==> config.mk <==
export PLATFORM = sky130hd
export DESIGN_NAME = instruction_fetch_unit
export DESIGN_NICKNAME = d
export VERILOG_FILES = /design/src/rtl/instruction_fetch_unit.sv
export SDC_FILE = /design/constraint.sdc
export NUM_CORES = 1
export LEC_CHECK = 0
export BUFFER_PORTS_ARGS = -buffer_cell sky130_fd_sc_hd__buf_4
export CAP_MARGIN = 10
export CORE_UTILIZATION = 30
export DETAILED_ROUTE_END_ITERATION = 8
export HOLD_SLACK_MARGIN = 0.08
export SLEW_MARGIN = 20
export SYNTH_ARGS = -nofsm -noshare
export SYNTH_HDL_FRONTEND = slang
export SYNTH_SLANG_ARGS = --single-unit
export TNS_END_PERCENT = 20
==> constraint.sdc <==
create_clock -name CLK -period 6.1 [get_ports CLK]
set_input_delay 1.22 -clock CLK [delete_from_list [all_inputs] [get_ports CLK]]
set_output_delay 1.22 -clock CLK [all_outputs]
set_load 0.01 [all_outputs]
==> src/rtl/instruction_fetch_unit.sv <==
// Instruction fetch unit: a two-state FETCH/DELIVER machine that issues one
// memory read at a time and delivers each fetched word, tracking redirects.
module instruction_fetch_unit #(
    parameter logic [31:0] RESET_PC = 32'hBFC00000
) (
    input  logic        CLK,
    input  logic        RESET,
    input  logic        Stall,
    input  logic        Redirect,
    input  logic [31:0] RedirectAddress,
    output logic        MemReq,
    output logic [31:0] MemAddr,
    input  logic        MemAck,
    input  logic [31:0] MemData,
    output logic        InstrValid,
    output logic [31:0] Instruction,
    output logic [31:0] Instr_PC_Plus4
);

    typedef enum logic {
        FETCH   = 1'b0,
        DELIVER = 1'b1
    } state_t;

    state_t      r_state;
    logic [31:0] r_pc;
    logic        r_pend_valid;
    logic [31:0] r_pend_addr;
    logic [31:0] r_instr;
    logic [31:0] r_pc_plus4;
    logic [31:0] w_pc_plus4;

    assign w_pc_plus4     = r_pc + 32'd4;
    assign MemAddr        = r_pc;
    // Reset parks the machine in FETCH; gating keeps the request low until release.
    assign MemReq         = (r_state == FETCH) && !RESET;
    assign InstrValid     = (r_state == DELIVER);
    assign Instruction    = r_instr;
    assign Instr_PC_Plus4 = r_pc_plus4;

    always_ff @(posedge CLK or posedge RESET) begin
        if (RESET) begin
            r_state      <= FETCH;
            r_pc         <= RESET_PC;
            r_pend_valid <= 1'b0;
            r_pend_addr  <= '0;
            r_instr      <= '0;
            r_pc_plus4   <= '0;
        end else begin
            case (r_state)
                FETCH: begin
                    if (MemAck) begin
                        r_instr      <= MemData;
                        r_pc_plus4   <= w_pc_plus4;
                        r_pend_valid <= 1'b0;
                        r_state      <= DELIVER;
                        if (Redirect)
                            r_pc <= RedirectAddress;
                        else if (r_pend_valid)
                            r_pc <= r_pend_addr;
                        else
                            r_pc <= w_pc_plus4;
                    end else if (Redirect) begin
                        // The request in flight must stay put, so park the target.
                        r_pend_addr  <= RedirectAddress;
                        r_pend_valid <= 1'b1;
                    end
                end
                DELIVER: begin
                    if (Redirect)
                        r_pc <= RedirectAddress;
                    if (!Stall)
                        r_state <= FETCH;
                end
                default: r_state <= FETCH;
            endcase
        end
    end

endmodule

==> out/summary.txt, run 1 <==
status -> finished, final reports clean
Die ar. -> 20600 µm²
largest family of logic cells by synthesized area -> compound AO/OA/AOI/OAI gates
first-pass GRT wire length -> 25300 µm
Fillers -> 1876
cts repair resizes -> 0
Avg Synthesized Cell Area -> 11.1 µm²
Clock transition at path regs -> 0.06 ns
Yosys warning count -> 0
WL/cell -> 16.7 µm
layout cell share with drive strength beyond 1 -> 0.410
fmax -> 0.330 GHz
Worst VDD drop -> 176 µV
Congestion Overflow GR -> 0
most frequent cells in the layout -> 172 x buf_4, 121 x dfrtp_1, 68 x mux2_2, 58 x nand2_1, 49 x o21ai_0
GPL Wtd Cong -> 0.833
HP Class -> register to register
largest net degree at the start of global routing -> 95
fin. max-slew vios -> 0
Num CTS Buffers -> 17
Setup-failing EPs final -> 0
Final Cycle Share -> 0.497
maximum buffer depth of the clock tree -> 2
xor/xnor share of the synthesized area -> 0.0393
Syn-to-layout area delta -> 36.7%
Worst Tran Pin Value -> 1.01 ns
leading cell type in the layout, fill and taps excluded -> buf_4
Compound-Gate Fraction of Synth Area -> 0.132
via count -> 4766
register bit total from synthesis -> 130
Post-Synthesis Cells -> 543
# hold bufs at CTS -> 0
Total Power -> 3.40 mW
vias in the first global route -> 4470
TritonCTS clock tree -> yes
Worst EP required -> 6.45 ns
worst skew pair latency -> 0.42 ns
ANT cells -> 0
static leakage -> 3.61 nW
Worst Setup Start Kind -> input port
R2R Setup Slk -> 3.58 ns
Iter 0 DRT Violations -> 329
# nets final -> 771
Setup CP Type -> input port to register
die width -> 144 µm
drt via density -> 4.87
Adder-Cell Fraction of Synth Area -> 0.00208
DRC violations left -> 0
total I/O pin count -> 167
H-tree levels -> 4
RSZ-0062 raised after global routing -> no
clk_skew -> 0.00796 ns
Seq/Total Area, Yosys -> 0.543
Hold Fails Final Rpt -> 0
WL final -> 16400 µm
Die Y -> 144 µm
setup_tns -> 0 ns
mapped cell area -> 6020 µm²
Slew HR -> 0.330
clk sinks -> 130
IO buf count -> 166
initial antenna violation count -> 0
min cycle time layout -> 3.03 ns
Root Buffer -> clkbuf_16
CP max FO -> 39
syn_nets -> 613
gr usage total -> 0.163
PD cells -> 414 nW/µm²
post-synth cell types -> 46
core box area -> 19600 µm²
first drt pass iteration count -> 5
row count -> 51
post-route ant nets -> 0
crit end category -> register
Max-Cap Viols -> 0
buffer count from post-CTS setup fixing -> 0
Post-Synth Simple-Gate Area -> 0.122
mux cell area share after synthesis -> 0.131
CP arrival -> 3.38 ns
HPWL Detailed -> 11400 µm
Starting Density -> 0.307
## cell usage after synthesis (all sizes together)
cell	number	share of area
a31oi	5	0.0052
mux2i	2	0.0033
nor2	25	0.016
xor2	13	0.019
xnor2	14	0.020
nor3	8	0.010
and4	1	0.0015
dfstp	9	0.039
nand3	19	0.017
dfrtp	121	0.50
o31a	1	0.0015
a21boi	2	0.0025
o311ai	8	0.012
o221ai	1	0.0015
o32a	5	0.0083
mux2	68	0.13
a2bb2oi	3	0.0044
buf	18	0.015
a221oi	5	0.0073
nor4	3	0.0056
a22oi	10	0.012
inv	11	0.0069
nand4	12	0.015
and2	1	0.0010
nand2b	4	0.0042
ha	1	0.0021
clkbuf	15	0.0094
and3	9	0.0094
o21ai	55	0.046
nor3b	2	0.0025
a211oi	1	0.0012
and3b	1	0.0015
o21a	2	0.0025
a221o	6	0.010
nor2b	2	0.0021
nand2	59	0.037
a21oi	21	0.017
## stage by stage
stage,cells,worst slack [ns],hold WS [ns],util,instance area [µm²]
after floorplan,543,1.43,0.469,-,6020
after global placement,947,2.66,0.464,0.384,7520
after detailed placement,947,2.59,0.472,0.384,7520
after CTS,979,3.06,0.485,0.420,8220
after global routing,979,2.82,0.506,0.420,8230
final,979,3.07,0.479,0.420,8230
## metal layers
layer,share of wire,routed length (µm),track usage
met1,0.47,7740,0.228
met2,0.45,7430,0.241
met3,0.058,954,0.0417
met4,0.015,239,0.0605
met5,0,0,0
## area by class of cell
type,instances,area [µm²],share of cell area
timing repair buffer,172,1290,0.157
multi-input combinational,369,2590,0.315
tap,265,332,0.0403
sequential,130,3260,0.397
clock inverter,15,278,0.0338
clock buffer,17,425,0.0517
inverter,11,46.3,0.00563
## final timing paths
| path | from | to | cells past startpoint |
|---|---|---|---|
| max | Redirect | MemAddr[25]$_DFFE_PP1P_ | 5 |
| min | Instr_PC_Plus4[11]$_DFFE_PP0P_ | Instr_PC_Plus4[11]$_DFFE_PP0P_ | 2 |
| max reg2reg | InstrValid$_DFF_PP0_ | MemAddr[25]$_DFFE_PP1P_ | 4 |
| min reg2reg | Instr_PC_Plus4[11]$_DFFE_PP0P_ | Instr_PC_Plus4[11]$_DFFE_PP0P_ | 2 |
| max in group asynchronous | RESET | Instr_PC_Plus4[9]$_DFFE_PP0P_ | 3 |
| min in group asynchronous | RESET | r_pend_addr[29]$_DFFE_PP0P_ | 2 |
## flip-flops by register name (all words and copies together) (netlist names)
| name | count |
|---|---|
| MemAddr | 32 |
| r_pend_addr | 32 |
| r_pend_valid | 1 |
| Instr_PC_Plus4 | 32 |
| InstrValid | 1 |
| Instruction | 32 |
## cells by family after synthesis
logic type	Yosys count
and+or+nand+nor	146
xor gates and xnor gates	27
DFF	130
adders and majority gates	1
muxes	70
AOI/OAI and AO/OA	125
buffers and inverters	44
## worst max-delay path, stage by stage
cell,delay (ns)
buf_4,0.24
nor3_2,0.78
nand2_1,0.59
o32a_1,0.46
o21ai_0,0.07
## where the power goes
group          switching (mW)  internal [mW]
clock network           0.400          0.813
logic                   0.425          0.463
registers               0.196           1.11
total                    1.02           2.38
(Power assumes the default switching activity.)
==> run 2, diff against run 1 <==
--- a/config.mk
+++ b/config.mk
@@ -5,6 +5,7 @@
 export SDC_FILE = /design/constraint.sdc
 export NUM_CORES = 1
 export LEC_CHECK = 0
+export ABC_AREA = 1
 export BUFFER_PORTS_ARGS = -buffer_cell sky130_fd_sc_hd__buf_4
 export CAP_MARGIN = 10
 export CORE_UTILIZATION = 30
==> constraint.sdc (replaced) <==
create_clock -name CLK -period 3.03 [get_ports CLK]
set_input_delay 0.606 -clock CLK [delete_from_list [all_inputs] [get_ports CLK]]
set_output_delay 0.606 -clock CLK [all_outputs]
set_load 0.01 [all_outputs]
==> run 2 against run 1 <==
Net effect: setup slack got worse by 1.9 ns; flip-flop and latch count unchanged; non-clock buffer count increased by 6; clock power increased by 79%; core utilization decreased by 1.3 points.
==> out/summary.txt, run 2 <==
Num CTS Buffers -> 17
HPWL Detailed -> 13900 µm
cts repair resizes -> 0
Congestion Overflow GR -> 0
fraction of registers with async set/reset -> 1.00
min cycle time layout -> 1.86 ns
Switching Fraction -> 0.347
die width -> 148 µm
initial antenna violation count -> 0
mapped cell area -> 6410 µm²
first-pass GRT wire length -> 30800 µm
buffer count from post-CTS setup fixing -> 0
Post-Synthesis Cells -> 794
first drt pass iteration count -> 5
Yosys warning count -> 0
CP max FO -> 7
Final Non-Filler Cells -> 1240
Post-Place Cells -> 1208
Die Y -> 148 µm
combinational share of power -> 0.308
clk_skew -> 0.00663 ns
worst skew pair latency -> 0.42 ns
HP Class -> input port to async pin
syn_nets -> 864
vias in the first global route -> 5590
Clock transition at path regs -> 0.06 ns
Worst Setup Start Kind -> register
ys flop type -> dfrtp_1
largest net degree at the start of global routing -> 50
Commonest cells post-synth -> 222 x nand2_1, 121 x dfrtp_1, 111 x nor2_1
most frequent cells in the layout -> 222 x nand2_1, 176 x buf_4, 121 x dfrtp_1, 111 x nor2_1, 91 x a21oi_1
Cell Int Power -> 4.53 mW
Setup WS pre-CTS -> 0.948 ns
Area contributors post-synth -> dfrtp_1 47%, nand2_1 13%, a21oi_1 7.1%, nor2_1 6.5%, dfstp_2 3.7%
R2R Setup Slk -> 1.23 ns
Worst VDD drop -> 295 µV
Hold Fails Final Rpt -> 0
Worst EP required -> 2.42 ns
core box area -> 21000 µm²
most frequent cell after synthesis -> nand2_1
# nets final -> 1022
Syn-to-layout area delta -> 33.2%
row count -> 53
RSZ-0062 raised after global routing -> no
PD cells -> 812 nW/µm²
Worst R2R End -> MemAddr[28]$_DFFE_PP1P_
worst setup margin -> 1.17 ns
DR WL met3 -> 1030 µm
Seq/Total Area, Yosys -> 0.509
sw power -> 2.41 mW
Slew HR -> 0.466
via count -> 5842
Yosys top cell area share -> 0.472
WL final -> 19500 µm
post-synth cell types -> 31
CP arrival -> 1.25 ns
number of flops mapped to enable cells by yosys -> 0
Die ar. -> 22000 µm²
layout cell share with drive strength beyond 1 -> 0.272
sequential share of power -> 0.380
post-route ant nets -> 0
Starting Density -> 0.305
WL/cell -> 15.7 µm
crit end category -> output pin
leading cell type in the layout, fill and taps excluded -> nand2_1
ANT cells -> 0
Avg Synthesized Cell Area -> 8.08 µm²
setup_tns -> 0 ns
Clk pwr share -> 0.312
register bit total from synthesis -> 130
GPL Wtd Cong -> 0.855
DRC violations left -> 0
status -> finished, final reports clean
IO buf count -> 166
Setup CP Type -> register to output pin
static leakage -> 4.25 nW
dominant cell type by area after synthesis -> dfrtp_1
Root Buffer -> clkbuf_16
maximum buffer depth of the clock tree -> 2
gr usage total -> 0.184
# hold bufs at CTS -> 0
total I/O pin count -> 167
Iter 0 DRT Violations -> 318
Final Cycle Share -> 0.613
fmax -> 0.538 GHz
Setup-failing EPs final -> 0
clk sinks -> 130
Max Used Layer -> met4
TritonCTS clock tree -> yes
FF-to-FF Start -> MemAddr[2]$_DFFE_PP0P_
drt via density -> 4.71
M1 WL -> 8480 µm
metal2 WL -> 9390 µm
Max-Cap Viols -> 0
Reg2Reg Depth -> 9
fin. max-slew vios -> 0
H-tree levels -> 4
Worst Tran Pin Value -> 0.799 ns
## run 2: cell types whose count changed after synthesis, moves of 8 or more
cell,previous run,this run
o311ai_1,8,0
a21oi_1,21,91
and3_1,9,0
nor2_1,25,111
mux2_2,68,9
nand2_1,58,222
o21ai_0,49,25
a31oi_1,5,21
nand4_1,11,0
xnor2_1,14,2
inv_1,11,60
nand3_1,18,30
xor2_1,13,5
## run 2: layer usage
layer	up-vias	track usage
met3	40	0.0433
met5	-	0
li1	2875	-
met1	2766	0.239
met4	0	0.0789
met2	161	0.293
## run 2: worst max path at each step
stage | startpoint | endpoint | slack (ns) | cells after the start
floorplan | RESET | InstrValid$_DFF_PP0_ | 0.82 | 1
global placement | Redirect | r_pend_addr[10]$_DFFE_PP0P_ | 0.99 | 5
detailed placement | Redirect | r_pend_addr[1]$_DFFE_PP0P_ | 0.95 | 5
CTS | InstrValid$_DFF_PP0_ | MemReq | 1.14 | 2
global route | MemAddr[2]$_DFFE_PP0P_ | MemAddr[30]$_DFFE_PP0P_ | 1.07 | 10
finish | InstrValid$_DFF_PP0_ | MemReq | 1.17 | 2
## run 2: layout make-up
cell class / instances / area (µm²)
clock buffers: 20 / 467
well taps: 275 / 344
repair buffers: 178 / 1360
inverters: 62 / 236
multi-input cells: 563 / 2720
fillers: 2152 / 12500
clock inverters: 12 / 154
flip-flops and latches: 130 / 3260
## run 2: stage by stage
stage	instance area (µm²)	hold WS (ns)	total power, mW	utilization
after global routing	8550	0.317	7.37	0.407
after CTS	8550	0.286	7.01	0.407
after global placement	7930	0.457	4.79	0.377
final	8550	0.280	6.94	0.407
after detailed placement	7930	0.459	4.82	0.377
after floorplan	6420	0.472	3.78	-
## run 2: worst max-delay path, stage by stage, from the launching register on
cell     delay (ns)
dfrtp_1        0.58
nor2_1         0.09
buf_4          0.15
## run 2: power by group through the flow
stage                     logic [mW]  registers (mW)  clock network, mW
after floorplan                 1.06            2.72                  0
after global placement          2.13            2.65                  0
after detailed placement        2.16            2.66                  0
after CTS                       2.17            2.64               2.21
after global routing            2.39            2.70               2.28
final                           2.14            2.63               2.17
## run 2: logic make-up (layout without fill, tap and decap cells)
kind of cell,count (synthesis),after routing,synth area share
simple gates,394,394,0.266
buf+inv,101,272,0.0685
fa+ha+maj,1,1,0.00195
xor+xnor,7,7,0.00956
flops,130,130,0.509
compound gates,152,152,0.129
mux,9,9,0.0158
==> run 3, diff against run 2 <==
==> constraint.sdc (replaced) <==
create_clock -name CLK -period 1.5 [get_ports CLK]
set_input_delay 0.3 -clock CLK [delete_from_list [all_inputs] [get_ports CLK]]
set_output_delay 0.3 -clock CLK [all_outputs]
set_load 0.01 [all_outputs]
==> run 3 against run 2 <==
Net effect: the run now ends with setup timing left; routed wire length up 5.3%; flip-flop and latch count unchanged; via count up 6.2%; count of clock-buffer cells in the layout up 2; sequential power up 98%; core utilization up 5.5 points; hold slack worse by 0.19 ns; sequential share of layout area down 4.5 points; setup slack worse by 1.3 ns; global-route usage up 0.75 points; clock skew down 0.0011 ns; largest power group is now combinational cells.
==> out/summary.txt, run 3 (synthesized netlist as in run 2, its figures left out) <==
Total Power -> 15.2 mW
IO buf count -> 166
Congestion Overflow GR -> 0
fin util -> 0.461
Post-Place Cells -> 1258
drt via density -> 4.66
crit end category -> register
WL/cell -> 15.4 µm
# nets final -> 1115
Hold Fails Final Rpt -> 0
HPWL Detailed -> 13900 µm
GPL Wtd Cong -> 0.859
setup_tns -> -0.727 ns
initial antenna violation count -> 0
Hold Path Cell Cnt -> 3
Num CTS Buffers -> 17
layout cell share with drive strength beyond 1 -> 0.350
Setup CP Type -> register to register
die width -> 148 µm
largest net degree at the start of global routing -> 67
CP Capture Point -> MemAddr[22]$_DFFE_PP1P_
worst skew pair latency -> 0.42 ns
min cycle time layout -> 1.59 ns
Die Y -> 148 µm
Setup-failing EPs final -> 19
core box area -> 21000 µm²
Worst VDD drop -> 716 µV
Final Cycle Share -> 1.06
static leakage -> 4.75 nW
Worst EP required -> 1.85 ns
maximum buffer depth of the clock tree -> 2
vias in the first global route -> 6017
FF-to-FF Start -> MemAddr[3]$_DFFE_PP0P_
most frequent CP cell -> nand2_2
gr usage total -> 0.191
ANT cells -> 0
leading cell type in the layout, fill and taps excluded -> buf_4
Iter 0 DRT Violations -> 385
status -> finished, violations left
CP max FO -> 6
Max-Cap Viols -> 0
failing checks -> setup timing
TritonCTS clock tree -> yes
worst setup margin -> -0.0917 ns
Setup WS pre-CTS -> -0.0522 ns
R2R Setup Slk -> -0.09 ns
HP Class -> input port to register
clk_skew -> 0.00552 ns
WL final -> 20500 µm
Starting Density -> 0.305
Reg2Reg Depth -> 10
CP arrival -> 1.94 ns
via count -> 6203
Root Buffer -> clkbuf_16
beginning of the critical path -> MemAddr[3]$_DFFE_PP0P_
fmax -> 0.628 GHz
Syn-to-layout area delta -> 51.1%
Critical Path, Cell by Cell -> ha_2 -> nand2_2 -> nor2_4 -> nand2_4 -> nor2_4 -> nand2_1 -> nand2_2 -> nand3_2 -> nand2_2 -> a21oi_2
first drt pass iteration count -> 5
H-tree levels -> 4
Final Non-Filler Cells -> 1332
Worst Tran Pin Value -> 0.376 ns
DRC violations left -> 0
clk sinks -> 130
fin. max-slew vios -> 0
Clock transition at path regs -> 0.06 ns
first-pass GRT wire length -> 32100 µm
post-route ant nets -> 0
Slew HR -> 0.749
Worst R2R End -> MemAddr[22]$_DFFE_PP1P_
Die ar. -> 22000 µm²
most frequent cells in the layout -> 212 x buf_4, 204 x nand2_1, 119 x dfrtp_1, 100 x nor2_1, 87 x a21oi_1
PD cells -> 1560 nW/µm²
total I/O pin count -> 167
row count -> 53
Worst Setup Start Kind -> register
slowest cell delay on critical path -> 0.37 ns
CP max-delay cell -> dfrtp_1
RSZ-0062 raised after global routing -> yes
## run 3: cell count changes in the layout (fill, tap and decap cells not counted), moves of 15 or more
cell           before  now
nand2_1           222  204
dlygate4sd3_1       0   33
buf_4             176  212
buf_6               0   15
nand2_2             6   24
## run 3: where the power goes
part	leakage (nW)	internal (mW)	switching, mW
combinational	2.97	2.67	2.89
sequential	1.49	4.52	0.685
clock	0.288	2.85	1.55
## run 3: how the worst min path moves through the flow
stage,endpoint,from
finish,Instruction[8]$_DFFE_PP0P_,MemData[8]
global route,Instruction[8]$_DFFE_PP0P_,MemData[8]
CTS,Instruction[8]$_DFFE_PP0P_,MemData[8]
detailed placement,Instruction[14]$_DFFE_PP0P_,Instruction[14]$_DFFE_PP0P_
global placement,Instr_PC_Plus4[0]$_DFFE_PP0P_,Instr_PC_Plus4[0]$_DFFE_PP0P_
floorplan,Instruction[0]$_DFFE_PP0P_,MemData[0]
## run 3: layout make-up
type                            instances  area, µm²
Fill cell                            2011      11300
Sequential cell                       130       3270
Multi-Input combinational cell        563       2920
Timing Repair Buffer                  271       2310
Clock buffer                           22        464
Tap cell                              275        344
Inverter                               62        236
Clock inverter                          9        155
## run 3: what timing repair did
action	4_1_cts	5_1_grt
hold buffers	33	0
endpoints found under the setup margin	22	44
setup buffers	3	8
pin swaps	1	26
resized for setup	24	56
endpoints found under the hold margin	153	0
## run 3: routing by layer
metal,share of wire,vias to the layer above,GRT usage,wire length [µm]
li1,-,3059,-,-
met1,0.43,2934,0.244,8770
met2,0.49,172,0.313,10000
met3,0.055,38,0.0475,1140
met4,0.027,0,0.0701,556
met5,0,-,0,0
## run 3: critical path: cells and delay by family (launching register included)
family / cells / cell delay [ns]
AO/OA/AOI/OAI: 1 / 0.05
AND/OR/NAND/NOR: 8 / 0.91
adder cells (fa/ha/maj): 1 / 0.19
flip-flops: 1 / 0.37
## run 3: metrics by stage
step / cell area, µm² / hold WS [ns]
floorplan: 6420 / 0.417
global placement: 8400 / 0.456
detailed placement: 8400 / 0.459
CTS: 9430 / 0.0840
global route: 9690 / 0.101
finish: 9690 / 0.0930
